`src/rtl/bin_to_bcd_dabble.sv`:
```
// 16-bit binary to 4-digit BCD converter using the sequential shift-add-3 (double dabble)
// algorithm, one input bit per clock, with optional clamping of values above 9999.
module bin_to_bcd_dabble #(
  parameter bit SATURATE = 1'b1
) (
  input  logic        clock,
  input  logic        reset,
  input  logic        start,
  input  logic [15:0] numero,
  output logic [3:0]  miles,
  output logic [3:0]  centenas,
  output logic [3:0]  decenas,
  output logic [3:0]  unidades,
  output logic        busy,
  output logic        done,
  output logic        overflow,
  output logic        dbg_state
);

  typedef enum logic {
    IDLE = 1'b0,
    CONV = 1'b1
  } state_t;

  state_t      state_q, state_d;
  logic [15:0] shift_q, shift_d;
  logic [19:0] scratch_q, scratch_d;
  logic [4:0]  cnt_q, cnt_d;
  logic [15:0] digits_q, digits_d;
  logic        ovf_q, ovf_d;
  logic        done_q, done_d;
  logic [19:0] adj;
  logic        ovf_now;

  // Every scratch digit >= 5 gets +3 so the following shift carries correctly into the next digit.
  always_comb begin
    adj = scratch_q;
    for (int i = 0; i < 5; i++) begin
      if (scratch_q[i*4 +: 4] >= 4'd5) begin
        adj[i*4 +: 4] = scratch_q[i*4 +: 4] + 4'd3;
      end
    end
  end

  assign ovf_now = |scratch_q[19:16];

  always_comb begin
    state_d   = state_q;
    shift_d   = shift_q;
    scratch_d = scratch_q;
    cnt_d     = cnt_q;
    digits_d  = digits_q;
    ovf_d     = ovf_q;
    done_d    = 1'b0;
    case (state_q)
      IDLE: begin
        if (start) begin
          shift_d   = numero;
          scratch_d = '0;
          cnt_d     = '0;
          state_d   = CONV;
        end
      end
      CONV: begin
        if (cnt_q == 5'd16) begin
          ovf_d    = ovf_now;
          digits_d = (ovf_now && SATURATE) ? 16'h9999 : scratch_q[15:0];
          done_d   = 1'b1;
          state_d  = IDLE;
        end else begin
          {scratch_d, shift_d} = {adj, shift_q} << 1;
          cnt_d                = cnt_q + 5'd1;
        end
      end
      default: state_d = IDLE;
    endcase
  end

  always_ff @(posedge clock) begin
    if (reset) begin
      state_q   <= IDLE;
      shift_q   <= '0;
      scratch_q <= '0;
      cnt_q     <= '0;
      digits_q  <= '0;
      ovf_q     <= 1'b0;
      done_q    <= 1'b0;
    end else begin
      state_q   <= state_d;
      shift_q   <= shift_d;
      scratch_q <= scratch_d;
      cnt_q     <= cnt_d;
      digits_q  <= digits_d;
      ovf_q     <= ovf_d;
      done_q    <= done_d;
    end
  end

  assign miles     = digits_q[15:12];
  assign centenas  = digits_q[11:8];
  assign decenas   = digits_q[7:4];
  assign unidades  = digits_q[3:0];
  assign overflow  = ovf_q;
  assign done      = done_q;
  assign busy      = (state_q == CONV);
  assign dbg_state = state_q;

endmodule

```
`config.mk`:
```
export PLATFORM = sky130hd
export DESIGN_NAME = bin_to_bcd_dabble
export DESIGN_NICKNAME = d
export VERILOG_FILES = /design/src/rtl/bin_to_bcd_dabble.sv
export SDC_FILE = /design/constraint.sdc
export NUM_CORES = 1
export LEC_CHECK = 0
export CORE_ASPECT_RATIO = 1.4
export CORE_MARGIN = 2
export CORE_UTILIZATION = 58
export DETAILED_ROUTE_END_ITERATION = 16
export HOLD_SLACK_MARGIN = 0.02
export PLACE_DENSITY = 0.83
export SLEW_MARGIN = 20
export SYNTH_ARGS = -nofsm -noshare
export SYNTH_HDL_FRONTEND = slang
export SYNTH_SLANG_ARGS = --single-unit
```
`constraint.sdc`:
```
create_clock -name clock -period 2.4 [get_ports clock]
set_input_delay 0.36 -clock clock [delete_from_list [all_inputs] [get_ports clock]]
set_output_delay 0.36 -clock clock [all_outputs]
set_load 0.005 [all_outputs]
```
==> metrics.cfg <==
[final_layout]
fill_cells=366
nets=381
n_antenna_cell=0
syn_to_final_growth_pct=20.77
final_area_um2=3332
drive_gt1_share_pct=7.910

[sta]
worst_slew_pin_slew_ps=624.0
totalNegativeSetupSlack_ps=0
clock_skew_ps=9.530
hold_violations=0
slew_headroom_pct=58.25
max_freq_mhz=489.9
fin_crit_sh_pct=85.05
maxSlewViolCount=0
setup_violations=0
fin_crit_ps=2041
rsz0062_at_grt=no

[yosys]
ys_types=34
ys_seq_area_share_pct=43.54
mappedNetlistArea_um2=2759
synthArstFlopShare_pct=0
ys_seq_elements=60
synth.avg_cell_area_um2=8.843
synth_area_leaders=dfxtp_1 (44%), ha_1 (5.9%), a22o_1 (5.1%)
synthCells=312
ys_dominant_reg_cell=dfxtp_1
syn-num-nets=344
synth_edf_count=0
synth_top_cell_by_area=dfxtp_1
yosys_warnings=0
synth_top_area_share_pct=43.54

[global_routing]
grt_use_total_pct=24.01
grt_max_degree=29
grt_pass1_wl_um=10070
grt_pass1_vias=2252
overflow=0
antenna_found_initial=0

[clock_tree]
cts_tree=built
clkSlewWorstSetupHoldPaths_ps=70
post_cts_buffers=0
htree_levels=3
numCtsBuffers=9
cts_sinks=60
insertion_delay_ps=340
cts-resized-gates=0
clockRootBuffer=clkbuf_8
cts_buffer_depth=2
ctsHoldBuffers=0

[power]
p_total_mw=1.987
power-per-cell-area_nw_per_um2=596.5
p_leak_nw=1.232
ir_drop_mv=0.4293

[drt]
vias_per_cell=5.671
dr.pass1.iters=4
drc_errors=0
routedWlPerCell_um=14.25
drtIter0Drc=147
num_vias=2359
antenna_left=0
routed_wl_um=5929

[die]
die_x_um=62.29
floorplan.initialDensity_pct=60.34
die_h_um=85.61
ios=39
core-area_um2=4572
dieArea_um2=5332
num_rows=29

[min_path]
holdCritPathClass=reg2reg

[place]
port_buffers=38
gp_congestion=0.8469
placedInstanceArea_um2=3163
dp_hpwl_um=4118

[outcome]
status=complete, no violations

[critical_path]
endpoint_kind=output port
path_max_fanout=14
cp-start-kind=register
crit_type=reg2out
worstPathArrival_ps=1680
cp.required_ps=2040

[job]
drv_cap=0

-- worst max-delay path, cell delays in order, from the launching register on --
cell and delay (ps):
dfxtp_1 580, buf_4 250, clkdlybuf4s50_1 510
-- cell usage in the layout, fill, tap and decap left out, types with 2 or more instances in the layout --
cell / instances
o21ai_0: 21
clkinv_2: 4
buf_4: 6
mux2i_1: 5
nand2b_1: 10
clkdlybuf4s50_1: 38
nor2_1: 33
or3_1: 12
o211ai_1: 5
ha_1: 13
inv_1: 14
clkbuf_8: 10
a211oi_1: 17
nand2_1: 18
a311oi_1: 6
a22o_1: 16
nor2_4: 2
a41oi_1: 2
o22ai_1: 3
nor3_1: 8
nand3_1: 15
dfxtp_1: 60
xnor2_1: 5
a21oi_1: 19
and2_1: 2
-- layer usage --
metal / up-vias / part of all wire [%] / track usage [%]
met2: 73 / 51 / 41.21
met4: 0 / 2.0 / 15.15
met5: - / 0 / 0
met3: 11 / 5.7 / 5.774
li1: 1190 / - / -
met1: 1085 / 42 / 26.83
-- metrics by stage --
| stage | cells | utilization (%) | setup slack, ps | hold slack, ps |
|---|---|---|---|---|
| 2_1_floorplan | 312 | - | 757.8 | 448.3 |
| 3_3_place_gp | 400 | 69.18 | 480.4 | 437.9 |
| 3_5_place_dp | 400 | 69.18 | 453.0 | 447.9 |
| 4_1_cts | 416 | 72.88 | 334.5 | 459.5 |
| 5_1_grt | 416 | 72.88 | 225.9 | 482.4 |
| 6_report | 416 | 72.88 | 358.7 | 453.9 |
-- synth_stat cells (2+ instances only) --
cell and instances:
a211oi_1 17, a21oi_1 19, a22o_1 16, a311oi_1 6, a41oi_1 2, and2_1 2, buf_2 4, buf_4 3
buf_6 2, clkbuf_1 8, dfxtp_1 60, ha_1 13, inv_1 14, mux2i_1 5, nand2_1 18, nand2b_1 10
nand3_1 15, nor2_1 33, nor2_4 2, nor3_1 8, o211ai_1 5, o21ai_0 21, o22ai_1 3, or3_1 12
xnor2_1 5
-- layout make-up --
cell class / instances / area (um2) / share of cell area, %
timing repair buffer: 44 / 425.4 / 12.77
sequential: 60 / 1201 / 36.05
multi-input combinational: 219 / 1403 / 42.10
tap: 62 / 77.57 / 2.328
inverter: 15 / 56.30 / 1.690
clock buffer: 11 / 141.4 / 4.243
clock inverter: 5 / 27.53 / 0.8261
-- flip-flops by register name, indices dropped and copies added (netlist names) --
name	flops
scratch_q	20
digits_q	16
done	1
cnt_q	5
shift_q	16
busy	1
overflow	1
-- report_power, final --
part / switching (mW) / internal (mW)
Sequential: 0.0222 / 1.03
Combinational: 0.0841 / 0.0739
Clock: 0.387 / 0.395
-- path summary, 6_finish.rpt --
kind	slack, ps	cells after the start	endpoint	start
min reg2reg	450	2	digits_q[6]$_SDFFE_PP0P_	digits_q[6]$_SDFFE_PP0P_
max reg2reg	540	7	shift_q[3]$_SDFFE_PP0P_	cnt_q[0]$_SDFFE_PP0P_
max	360	2	busy	busy$_SDFF_PP0_
min	450	2	digits_q[6]$_SDFFE_PP0P_	digits_q[6]$_SDFFE_PP0P_
-- logic make-up after synthesis --
family | after synthesis | synth area share [%]
AOI/OAI and AO/OA | 91 | 22.54
xor gates and xnor gates | 5 | 1.587
muxes | 5 | 1.814
buffers and inverters | 33 | 5.623
and+or+nand+nor | 105 | 19.00
adders and majority gates | 13 | 5.896
DFF | 60 | 43.54
No activity file was read; power rests on OpenSTA's default activity.
